===== config.mk =====
export PLATFORM = sky130hd
export DESIGN_NAME = shift_pipe_ctrl
export DESIGN_NICKNAME = d
export VERILOG_FILES = /design/src/rtl/shift_pipe_ctrl.sv
export SDC_FILE = /design/constraint.sdc
export NUM_CORES = 1
export LEC_CHECK = 0
export ABC_AREA = 1
export CORE_UTILIZATION = 40
export CTS_BUF_LIST = sky130_fd_sc_hd__clkbuf_8
export CTS_CLUSTER_SIZE = 12
export DETAILED_ROUTE_END_ITERATION = 10
export PLACE_DENSITY = 0.74
export REMOVE_ABC_BUFFERS = 1
export SYNTH_ARGS = -nofsm -noshare
export SYNTH_HDL_FRONTEND = slang
export SYNTH_SLANG_ARGS = --single-unit

===== constraint.sdc =====
create_clock -name clk -period 4.8 [get_ports clk]
set_input_delay 1.44 -clock clk [delete_from_list [all_inputs] [get_ports clk]]
set_output_delay 1.44 -clock clk [all_outputs]
set_load 0.01 [all_outputs]

===== src/rtl/shift_pipe_ctrl.sv =====
// Elastic ready/valid controller for a fixed-latency, enable-gated data delay line.
// Define SHIFT_PIPE_CTRL_STATS_EN to add the saturating stall_cycles counter output.
module shift_pipe_ctrl #(
    parameter int DATAW = 8,
    parameter int DEPTH = 2,
    parameter int CNTW  = $clog2(DEPTH + 1)
) (
    input  logic             clk,
    input  logic             reset,
    input  logic             flush,
    input  logic             in_valid,
    output logic             in_ready,
    input  logic [DATAW-1:0] in_data,
    output logic             out_valid,
    input  logic             out_ready,
    output logic [DATAW-1:0] out_data,
    output logic             shift_en,
    output logic [CNTW-1:0]  occupancy,
`ifdef SHIFT_PIPE_CTRL_STATS_EN
    output logic [15:0]      stall_cycles,
`endif
    output logic [1:0]       state
);

    typedef enum logic [1:0] {
        ST_EMPTY = 2'd0,
        ST_RUN   = 2'd1,
        ST_STALL = 2'd2,
        ST_FLUSH = 2'd3
    } state_t;

    logic [DATAW-1:0] r_stage [DEPTH];
    logic [DEPTH-1:0] r_valid;
    logic [CNTW-1:0]  r_occ;
    state_t           r_state;

    logic             w_stall;
    logic             w_shift;
    logic             w_accept;
    logic             w_remove;
    logic [CNTW-1:0]  w_occ_next;

    // The whole pipe moves as one; bubbles are carried, never squeezed out.
    always_comb begin
        w_stall    = r_valid[DEPTH-1] & ~out_ready;
        w_shift    = ~flush & ~w_stall;
        w_accept   = in_valid & w_shift;
        w_remove   = r_valid[DEPTH-1] & w_shift;
        w_occ_next = r_occ + CNTW'(w_accept) - CNTW'(w_remove);
    end

    assign shift_en  = w_shift;
    assign in_ready  = w_shift;
    assign out_valid = r_valid[DEPTH-1] & ~flush;
    assign out_data  = r_stage[DEPTH-1];
    assign occupancy = r_occ;
    assign state     = r_state;

    // Data is left unreset on purpose; the valid chain alone qualifies it.
    always_ff @(posedge clk) begin
        if (w_shift) begin
            r_stage[0] <= in_data;
            for (int i = 1; i < DEPTH; i++) begin
                r_stage[i] <= r_stage[i-1];
            end
        end
    end

    always_ff @(posedge clk) begin
        if (reset) begin
            r_valid <= '0;
        end else if (flush) begin
            r_valid <= '0;
        end else if (w_shift) begin
            r_valid[0] <= in_valid;
            for (int i = 1; i < DEPTH; i++) begin
                r_valid[i] <= r_valid[i-1];
            end
        end
    end

    always_ff @(posedge clk) begin
        if (reset) begin
            r_occ   <= '0;
            r_state <= ST_EMPTY;
        end else if (flush) begin
            r_occ   <= '0;
            r_state <= ST_FLUSH;
        end else begin
            r_occ <= w_occ_next;
            if (w_stall) begin
                r_state <= ST_STALL;
            end else if (w_occ_next != '0) begin
                r_state <= ST_RUN;
            end else begin
                r_state <= ST_EMPTY;
            end
        end
    end

`ifdef SHIFT_PIPE_CTRL_STATS_EN
    logic [15:0] r_stall_cnt;

    // Flush deliberately leaves the counter alone so stalls survive pipe clears.
    always_ff @(posedge clk) begin
        if (reset) begin
            r_stall_cnt <= '0;
        end else if (w_stall && (r_stall_cnt != 16'hFFFF)) begin
            r_stall_cnt <= r_stall_cnt + 16'd1;
        end
    end

    assign stall_cycles = r_stall_cnt;
`endif

endmodule

* Word level (Yosys, flattened, before mapping)
Memories as Yosys holds them, arrays and structs flattened.
Cells that the tools add are included.
** Storage, ports and cells
- Logic and storage cells :: 21
- Flip-flop bits (word level) :: 6
- Input port bits :: 13
- Bits in writable memories :: 16
- Memories :: 1
- Output and inout port bits :: 15
** Memory list
- r_stage :: depth 2, bits a word 8, rd ports 2, clocked after memory_dff 0, write ports 2, line 32 : logic [DATAW-1:0] r_stage [DEPTH];
** Operators by class
- Add/sub/neg operators :: 2
- Reduce and logical (&&, ||, !) cells :: 2
- Bitwise logic cells :: 8
- Multiplexer cells :: 5
** Operator list (count)
- $and 1x1->1 :: 5
- $mux 2 :: 2
- $mux 1 :: 3
- $not 1->1 :: 3
- $add 2x1->2 :: 1
- $reduce_bool 2->1 :: 1
- $reduce_or 2->1 :: 1
- $sub 2x1->2 :: 1

* Logic depth before layout (Yosys ltp)
Gate-level depths: netlist (run 1).
- Depth after elaboration :: 11
- Gate-level depth with buffers :: 13
- Depth with buffers taken out :: 13

* Least setup slack after synthesis (run 1)
Ideal clock, no wire load.
- Kind :: in2out
- From :: input out_ready
- To :: output shift_en
- Buffers on the path :: 1
- Setup slack :: 1.278 ns
- Arrival time :: 2.082 ns
- Cell stages on the path :: 4
- Required time :: 3.360 ns
- Path through :: or2_4 nand2_4 inv_2 buf_4
** Between the ends
- Word-level cells in the longest chain between the ends :: 4
** RTL lines
- from (decl) :: line 15 : input logic out_ready,
- $not 1->1 :: line 45 : w_stall = r_valid[DEPTH-1] & ~out_ready;
- $and 1x1->1 :: line 45
- $not 1->1 :: line 46 : w_shift = ~flush & ~w_stall;
- $and 1x1->1 :: line 46
- to (decl) :: line 17 : output logic shift_en,
No other way between the ends.

* Worst setup path in the final report (run 1)
Ends and elaborated chain as after synthesis.

==> results of run 1 <==
layer usage:
layer  vias up  track usage
met5         -            0
met4         0       0.0500
met3         0       0.0302
met2        20        0.173
met1       205        0.103
li1        239            -
final cells by class:
type	instances	area [um^2]	share of cell area
timing repair buffer	28	278	0.246
clock buffer	4	55.1	0.0487
tap	27	33.8	0.0299
multi-input combinational	23	134	0.118
inverter	8	30.0	0.0265
sequential	22	601	0.531
final timing paths:
| check | startpoint | end | slack [ns] | depth (start not counted) |
|---|---|---|---|---|
| worst min register to register | r_stage[0][1] | r_stage[0][9] | 0.42 | 0 |
| worst max-delay path | out_ready | shift_en | 0.66 | 5 |
| worst min-delay path | r_stage[0][1] | r_stage[0][9] | 0.42 | 0 |
| worst max register to register | r_valid[1] | state[0] | 2.92 | 13 |
cell families after synthesis:
kind of cell	count (synthesis)	share of synthesized area
flops	22	0.722
simple gates	18	0.108
buf+inv	17	0.117
compound gates	3	0.0226
fa+ha+maj	2	0.0301
flip-flops by register name, indices dropped and copies added, names as in the netlist:
name and count:
r_stage 16, r_valid 2, occupancy 2, state 2
power by group through the flow:
stage,logic (mW),registers (mW),clock network (mW)
floorplan,0.0128,0.226,0
global placement,0.0424,0.222,0
detailed placement,0.0431,0.223,0
CTS,0.0432,0.219,0.126
global route,0.0468,0.219,0.135
finish,0.0426,0.218,0.123
cell usage in the layout (no fill, tap or decap), drive strengths merged:
cell	n
clkdlybuf4s50	27
buf	1
dfxtp	6
a21oi	3
or2	2
edfxtp	16
ha	2
inv	8
nor2	6
nand2	8
clkbuf	4
nand3	2
worst reg2reg max path, cell delays in order, from the launching register on:
cell and delay, ns:
dfxtp_1 0.31, inv_2 0.06, or2_4 0.12, nand2_4 0.06, inv_2 0.06, buf_4 0.24
nand2_2 0.09, ha_1 0.28, inv_1 0.04, ha_1 0.26, inv_1 0.07, nand3_1 0.08
nand2_1 0.06, a21oi_1 0.05
==> impl_metrics.yaml, run 1 <==
cells_and_area:
  area_growth_pct: 35.9
  finalInstanceArea_um2: 1130
  drive_gt1_frac: 0.153
  fin_cells: 112
  fin_util: 0.577
  nNetsFinal: 101
  final.fill_count: 184
  insertedDiodeCount: 0
timing:
  maxSlewViolCount: 0
  fin_crit_sh: 0.863
  setup_slack_ns: 0.660
  slew_headroom: 0.851
  hold_viol_final: 0
  fin_tns_setup_ns: 0
  setup_viol: 0
  rsz0062_at_grt: "false"
  whs_ns: 0.420
  min_period_ns: 4.14
  tightest_slew_ns: 0.223
  clock_skew_ns: 0.00459
  fmax_ghz: 0.242
clock_tree:
  hold_buffers: 0
  clk_latency_ns: 0.25
  cts_resized: 0
  htree_levels: 1
  clk_pin_slew_worst_paths_ns: 0.07
  cts_setup_buffers: 0
  clkSinkCount: 22
  cts_max_path_buffers: 2
  cts_root_buffer: "clkbuf_8"
  cts_buffers: 3
  cts_tree: "yes"
yosys:
  yosys.area.top_type: "edfxtp_1"
  synth_edf_count: 16
  synth_cell_types: 15
  netlist_top_cells_count: "16 x edfxtp_1, 9 x buf_4, 6 x dfxtp_1, 6 x nor2_1"
  synth_ff_type: "edfxtp_1"
  seq_area_frac_synth: 0.722
  ys_ff_latch: 22
  netlist_instances: 62
  synth_area_um2: 832
  syn_area_per_cell_um2: 13.4
  synth.yosys.warnings: 0
  synth_top_area_frac: 0.577
  yosysMostFrequentCell: "edfxtp_1"
  ys_async_sr_fraction: 0
  synthTopCellsByArea: "edfxtp_1 58%, dfxtp_1 14%, buf_4 8.1%, ha_1 3.0%, nor2_1 2.7%"
detailed_routing:
  routed_wl_um: 1000
  dr_wl_met3_um: 92
  drtAntennaViolNets: 0
  wl_met1_um: 409
  drc: 0
  drtPass1Iterations: 4
  top_layer_used: "met3"
  vias: 464
  wl_per_cell_um: 8.96
  route.met2.wl_um: 502
  routed_via_density: 4.14
  first_iter_violations: 5
global_route:
  antenna_found_initial: 0
  grt_max_degree: 19
  grtUsageTotal: 0.0970
  grt_remaining_overflow: 0
  grt_pass1_vias: 397
  grt_first_pass_wirelength_um: 1480
critical_path:
  critPathKind: "primary input to output port"
  path_cells: "clkdlybuf4s50_1 -> or2_4 -> nand2_4 -> inv_2 -> clkdlybuf4s50_1"
  crit_family: "buffers and inverters"
  cp.buffers_inverters: 3
  worst_ep_arrival_time_ns: 2.70
  worstPathRequired_ns: 3.36
  cp_slowest_cell: "clkdlybuf4s50_1"
  crit_path_frequent_cell: "clkdlybuf4s50_1"
  startpoint_type: "primary input"
  cpPeakStageDelay_ns: 0.47
  worstPathMaxFanout: 4
  worst_setup_path_end_kind: "output port"
run_status:
  outcome: "finished, final reports clean"
power:
  leakage_nw: 0.429
  seqPwrFrac: 0.568
  clkPwrFrac: 0.321
  p_sw_frac: 0.184
  switching_power_uw: 70.7
  power_frac_comb: 0.111
  ir_drop_v: 0.000168
  p_per_area_nw_per_um2: 340
  internal_power_uw: 314
  fin_total_pwr_uw: 384
place:
  dp_slack_ns: 0.658
  place_area_um2: 1080
  dp_hpwl_um: 763
  globalplace.congestion: 0.694
  place_inst: 108
  io_buffers: 27
floorplan:
  die_x_um: 47.6
  core_um2: 1960
  die_y_um: 47.6
  dieArea_um2: 2270
  rows: 16
  initial_core_util: 0.424
  io_pins: 28
hold_path:
  hold_path_class: "flop to flop"
run:
  cap_violations: 0
No activity file was read; power rests on OpenSTA's default activity.
==> run 2, diff against run 1 <==
--- a/config.mk
+++ b/config.mk
@@ -5,7 +5,7 @@
 export SDC_FILE = /design/constraint.sdc
 export NUM_CORES = 1
 export LEC_CHECK = 0
-export ABC_AREA = 1
+export ABC_AREA = 0
 export CORE_UTILIZATION = 40
 export CTS_BUF_LIST = sky130_fd_sc_hd__clkbuf_8
 export CTS_CLUSTER_SIZE = 12
@@ -15,3 +15,4 @@
 export SYNTH_ARGS = -nofsm -noshare
 export SYNTH_HDL_FRONTEND = slang
 export SYNTH_SLANG_ARGS = --single-unit
+export TNS_END_PERCENT = 5
==> run 2 against run 1 <==
  * Total power decreased by 5.3%
  * Highest routed layer is now met4
  * Largest power group unchanged
  * Clock power shrank 11%
  * Flip-flop and latch count stayed put
==> impl_metrics.yaml, run 2 <==
run_status:
  outcome: "finished, final reports clean"
yosys:
  ys_ff_latch: 22
  yosys.area.top_type: "edfxtp_1"
  syn_area_per_cell_um2: 15.5
  synth_top_area_frac: 0.594
  netlist_top_cells_count: "16 x edfxtp_1, 9 x buf_4, 6 x dfxtp_1"
  synth_edf_count: 16
  synthTopCellsByArea: "edfxtp_1 59%, dfxtp_1 15%, buf_4 8.4%, ha_1 3.1%, nor3_1 1.9%"
  synth.yosys.warnings: 0
  netlist_instances: 52
  seq_area_frac_synth: 0.743
  synth_area_um2: 808
  synth_ff_type: "edfxtp_1"
  ys_async_sr_fraction: 0
  synth_cell_types: 17
  yosysMostFrequentCell: "edfxtp_1"
clock_tree:
  clkSinkCount: 22
  cts_tree: "yes"
  htree_levels: 1
  cts_setup_buffers: 0
  cts_buffers: 3
  hold_buffers: 0
  clk_latency_ns: 0.25
  cts_max_path_buffers: 2
  cts_root_buffer: "clkbuf_8"
  clk_pin_slew_worst_paths_ns: 0.07
  cts_resized: 0
power:
  switching_power_uw: 70.3
  ir_drop_v: 0.000194
  leakage_nw: 0.412
  p_per_area_nw_per_um2: 334
  p_sw_frac: 0.193
  clkPwrFrac: 0.303
  seqPwrFrac: 0.597
  internal_power_uw: 294
  power_frac_comb: 0.099
detailed_routing:
  drtPass1Iterations: 2
  wl_per_cell_um: 11.8
  routed_via_density: 4.31
  drtAntennaViolNets: 0
  drc: 0
  first_iter_violations: 8
  vias: 427
  routed_wl_um: 1170
critical_path:
  worstPathRequired_ns: 3.36
  path_cells: "clkdlybuf4s50_1 -> and2b_1 -> nor2_1 -> clkdlybuf4s50_1"
  cp.buffers_inverters: 2
  crit_family: "buffers and inverters"
  critPathKind: "primary input to output port"
  worst_ep_arrival_time_ns: 2.92
  cpPeakStageDelay_ns: 0.58
  crit_path_frequent_cell: "clkdlybuf4s50_1"
  startpoint_type: "primary input"
  worstPathMaxFanout: 4
  worst_setup_path_end_kind: "output port"
  cp_slowest_cell: "clkdlybuf4s50_1"
cells_and_area:
  nNetsFinal: 90
  drive_gt1_frac: 0.0676
  largest_reg_flops: 16
  final_common_cell: "clkdlybuf4s50_1"
  area_growth_pct: 35.0
  largest_register: "r_stage"
  final.fill_count: 151
  insertedDiodeCount: 0
  fin_cells: 99
  layout_common_cells: "27 x clkdlybuf4s50_1, 16 x edfxtp_1, 6 x dfxtp_1, 4 x nor2_1"
floorplan:
  io_pins: 28
  die_x_um: 47.0
  die_y_um: 47.0
  rows: 15
  initial_core_util: 0.449
  core_um2: 1800
  dieArea_um2: 2200
timing:
  fin_tns_setup_ns: 0
  maxSlewViolCount: 0
  hold_viol_final: 0
  setup_viol: 0
  setup_slack_ns: 0.444
  slew_headroom: 0.823
  fin_crit_sh: 0.908
  fmax_ghz: 0.230
  clock_skew_ns: 0.00119
  rsz0062_at_grt: "false"
  min_period_ns: 4.36
  tightest_slew_ns: 0.265
place:
  io_buffers: 27
  dp_slack_ns: 0.418
  dp_hpwl_um: 873
  place_inst: 95
  globalplace.congestion: 0.709
run:
  cap_violations: 0
global_route:
  grt_pass1_vias: 379
  grtUsageTotal: 0.117
  grt_remaining_overflow: 0
  grt_max_degree: 19
  grt_first_pass_wirelength_um: 1640
  antenna_found_initial: 0
hold_path:
  hold_path_class: "flop to flop"
run 2: power groups by stage:
stage          clock [mW]  sequential (mW)  combinational, mW
6_report            0.110            0.217             0.0362
3_5_place_dp            0            0.222             0.0363
3_3_place_gp            0            0.221             0.0360
5_1_grt             0.121            0.218             0.0390
2_1_floorplan           0            0.224            0.00777
4_1_cts             0.113            0.218             0.0365
run 2: final timing paths:
| kind | startpoint | end | slack (ns) | depth (start not counted) |
|---|---|---|---|---|
| hold reg to reg | r_stage[0][2] | r_stage[0][10] | 0.42 | 0 |
| hold / removal | r_stage[0][2] | r_stage[0][10] | 0.42 | 0 |
| setup reg to reg | r_valid[1] | state[0] | 2.63 | 10 |
| setup / recovery | out_ready | shift_en | 0.44 | 4 |
run 2: cell type report:
cell class	count	area (um^2)	area share
flip-flops and latches	22	601	0.550
multi-input cells	18	129	0.118
clock buffers	3	41.3	0.0378
repair buffers	28	278	0.255
clock inverters	1	3.75	0.00344
well taps	25	31.3	0.0287
inverters	2	7.51	0.00688
run 2: through the flow:
step / area [um^2] / power [mW] / util / hold WS [ns]
CTS: 1090 / 0.367 / 0.606 / 0.422
floorplan: 737 / 0.232 / - / 0.400
detailed placement: 1050 / 0.258 / 0.581 / 0.405
global route: 1090 / 0.378 / 0.606 / 0.432
global placement: 1050 / 0.257 / 0.581 / 0.400
finish: 1090 / 0.364 / 0.606 / 0.422
run 2: routing by layer:
metal	wire length, um	vias to the layer above	part of all wire	track usage
met5	0	-	0	0
met4	22	0	0.019	0.103
met3	35	2	0.030	0.0346
met2	612	12	0.52	0.178
met1	496	200	0.43	0.135
li1	-	213	-	-
run 2: logic make-up after synthesis:
logic type                 synth area share
xor gates and xnor gates             0.0217
DFF                                   0.743
adders and majority gates            0.0310
and+or+nand+nor                      0.0759
AOI/OAI and AO/OA                    0.0186
muxes                                0.0124
buffers and inverters                0.0975
==> run 3, diff against run 2 <==
--- a/config.mk
+++ b/config.mk
@@ -6,11 +6,13 @@
 export NUM_CORES = 1
 export LEC_CHECK = 0
 export ABC_AREA = 0
-export CORE_UTILIZATION = 40
+export CELL_PAD_IN_SITES_DETAIL_PLACEMENT = 0
+export CELL_PAD_IN_SITES_GLOBAL_PLACEMENT = 1
+export CORE_UTILIZATION = 39
 export CTS_BUF_LIST = sky130_fd_sc_hd__clkbuf_8
 export CTS_CLUSTER_SIZE = 12
 export DETAILED_ROUTE_END_ITERATION = 10
-export PLACE_DENSITY = 0.74
+export PLACE_DENSITY = 0.87
 export REMOVE_ABC_BUFFERS = 1
 export SYNTH_ARGS = -nofsm -noshare
 export SYNTH_HDL_FRONTEND = slang
==> run 3 against run 2 <==
  * Highest routed layer unchanged
  * Design area rose by 0.23%
  * Sequential power barely moved
  * Critical endpoint is now in_ready
  * Die area rose by 2.5%
  * Sequential share of layout area fell by 0.13 points
  * Non-clock buffer count did not move
  * Register-to-register slack barely moved
  * Worst setup slack improved by 0.040 ns
  * Core utilization fell by 4.8 points
==> impl_metrics.yaml, run 3 (synthesis gave the netlist of run 2 again) <==
clock_tree:
  cts_buffers: 3
  cts_setup_buffers: 0
  htree_levels: 1
  clk_pin_slew_worst_paths_ns: 0.07
  cts_resized: 0
  cts_max_path_buffers: 2
  cts_root_buffer: "clkbuf_8"
  cts_tree: "yes"
  clk_latency_ns: 0.25
  clkSinkCount: 22
  hold_buffers: 0
floorplan:
  die_y_um: 47.5
  die_x_um: 47.5
  rows: 16
  initial_core_util: 0.412
  io_pins: 28
  core_um2: 1960
  dieArea_um2: 2260
global_route:
  grt_max_degree: 19
  grt_first_pass_wirelength_um: 1550
  grt_remaining_overflow: 0
  antenna_found_initial: 0
  grt_pass1_vias: 363
  grtUsageTotal: 0.108
cells_and_area:
  finalInstanceArea_um2: 1090
  largest_register: "r_stage"
  insertedDiodeCount: 0
  layout_common_cells: "27 x clkdlybuf4s50_1, 16 x edfxtp_1, 6 x dfxtp_1, 4 x nor2_1"
  fin_util: 0.557
  nNetsFinal: 90
  final_common_cell: "clkdlybuf4s50_1"
  drive_gt1_frac: 0.0676
  largest_reg_flops: 16
  final.fill_count: 177
  area_growth_pct: 35.3
critical_path:
  worstPathRequired_ns: 3.36
  worstPathMaxFanout: 4
  startpoint_type: "primary input"
  worst_ep_arrival_time_ns: 2.88
  worst_setup_path_end_kind: "output port"
  critPathKind: "primary input to output port"
detailed_routing:
  drtAntennaViolNets: 0
  route.met2.wl_um: 571
  drc: 0
  drtPass1Iterations: 2
  dr_wl_met3_um: 65
  routed_via_density: 4.28
  first_iter_violations: 1
  routed_wl_um: 1090
  top_layer_used: "met4"
  vias: 432
  wl_per_cell_um: 10.8
  wl_met1_um: 434
place:
  dp_hpwl_um: 821
  globalplace.congestion: 0.720
  io_buffers: 27
  place_area_um2: 1050
power:
  ir_drop_v: 0.000154
  fin_total_pwr_uw: 362
  p_per_area_nw_per_um2: 331
  leakage_nw: 0.408
timing:
  maxSlewViolCount: 0
  hold_viol_final: 0
  setup_viol: 0
  rsz0062_at_grt: "false"
  slew_headroom: 0.825
  fmax_ghz: 0.232
  fin_tns_setup_ns: 0
  clock_skew_ns: 0.00476
  tightest_slew_ns: 0.262
  fin_crit_sh: 0.899
  min_period_ns: 4.32
run_status:
  outcome: "finished, final reports clean"
hold_path:
  hold_path_class: "flop to flop"
run:
  cap_violations: 0
[run 3: cell types whose count changed in the layout (fill, tap and decap cells not counted), sizes merged]
cell    delta
clkinv     +1
inv        -1
[run 3: cell type report]
type                    count  area, um^2  area share
clock buffers               3        41.3      0.0378
clock inverters             1        3.75     0.00343
inverters                   2        7.51     0.00686
multi-input cells          18         129       0.118
flip-flops and latches     22         601       0.549
well taps                  27        33.8      0.0309
repair buffers             28         278       0.254
[run 3: layer usage]
metal | track usage | up-vias
met5 | 0 | -
met1 | 0.117 | 199
met3 | 0.0113 | 2
met4 | 0.120 | 0
li1 | - | 215
met2 | 0.175 | 16
[run 3: worst max-delay path, stage by stage]
cell and delay, ns:
clkdlybuf4s50_1 0.46, and2b_1 0.23, nor2_1 0.18, clkdlybuf4s50_1 0.57
[run 3: path summary, 6_finish.rpt]
| check | slack [ns] | startpoint | end | depth (start not counted) |
|---|---|---|---|---|
| max | 0.48 | out_ready | in_ready | 4 |
| max reg2reg | 2.62 | r_valid[1] | state[0] | 10 |
| min reg2reg | 0.42 | r_stage[0][1] | r_stage[0][9] | 0 |
| min | 0.42 | r_stage[0][1] | r_stage[0][9] | 0 |
[run 3: through the flow]
step | hold slack, ns | worst slack (ns) | std cells
3_5_place_dp | 0.405 | 0.467 | 97
6_report | 0.420 | 0.484 | 101
4_1_cts | 0.422 | 0.464 | 101
5_1_grt | 0.426 | 0.378 | 101
3_3_place_gp | 0.404 | 0.477 | 97
2_1_floorplan | 0.400 | 0.695 | 42
[run 3: power by group]
part / switching [mW] / leakage (nW) / internal (mW)
sequential: 0.00241 / 0.206 / 0.215
combinational: 0.0139 / 0.179 / 0.0221
clock: 0.0524 / 0.0231 / 0.0569
total: 0.0686 / 0.408 / 0.294
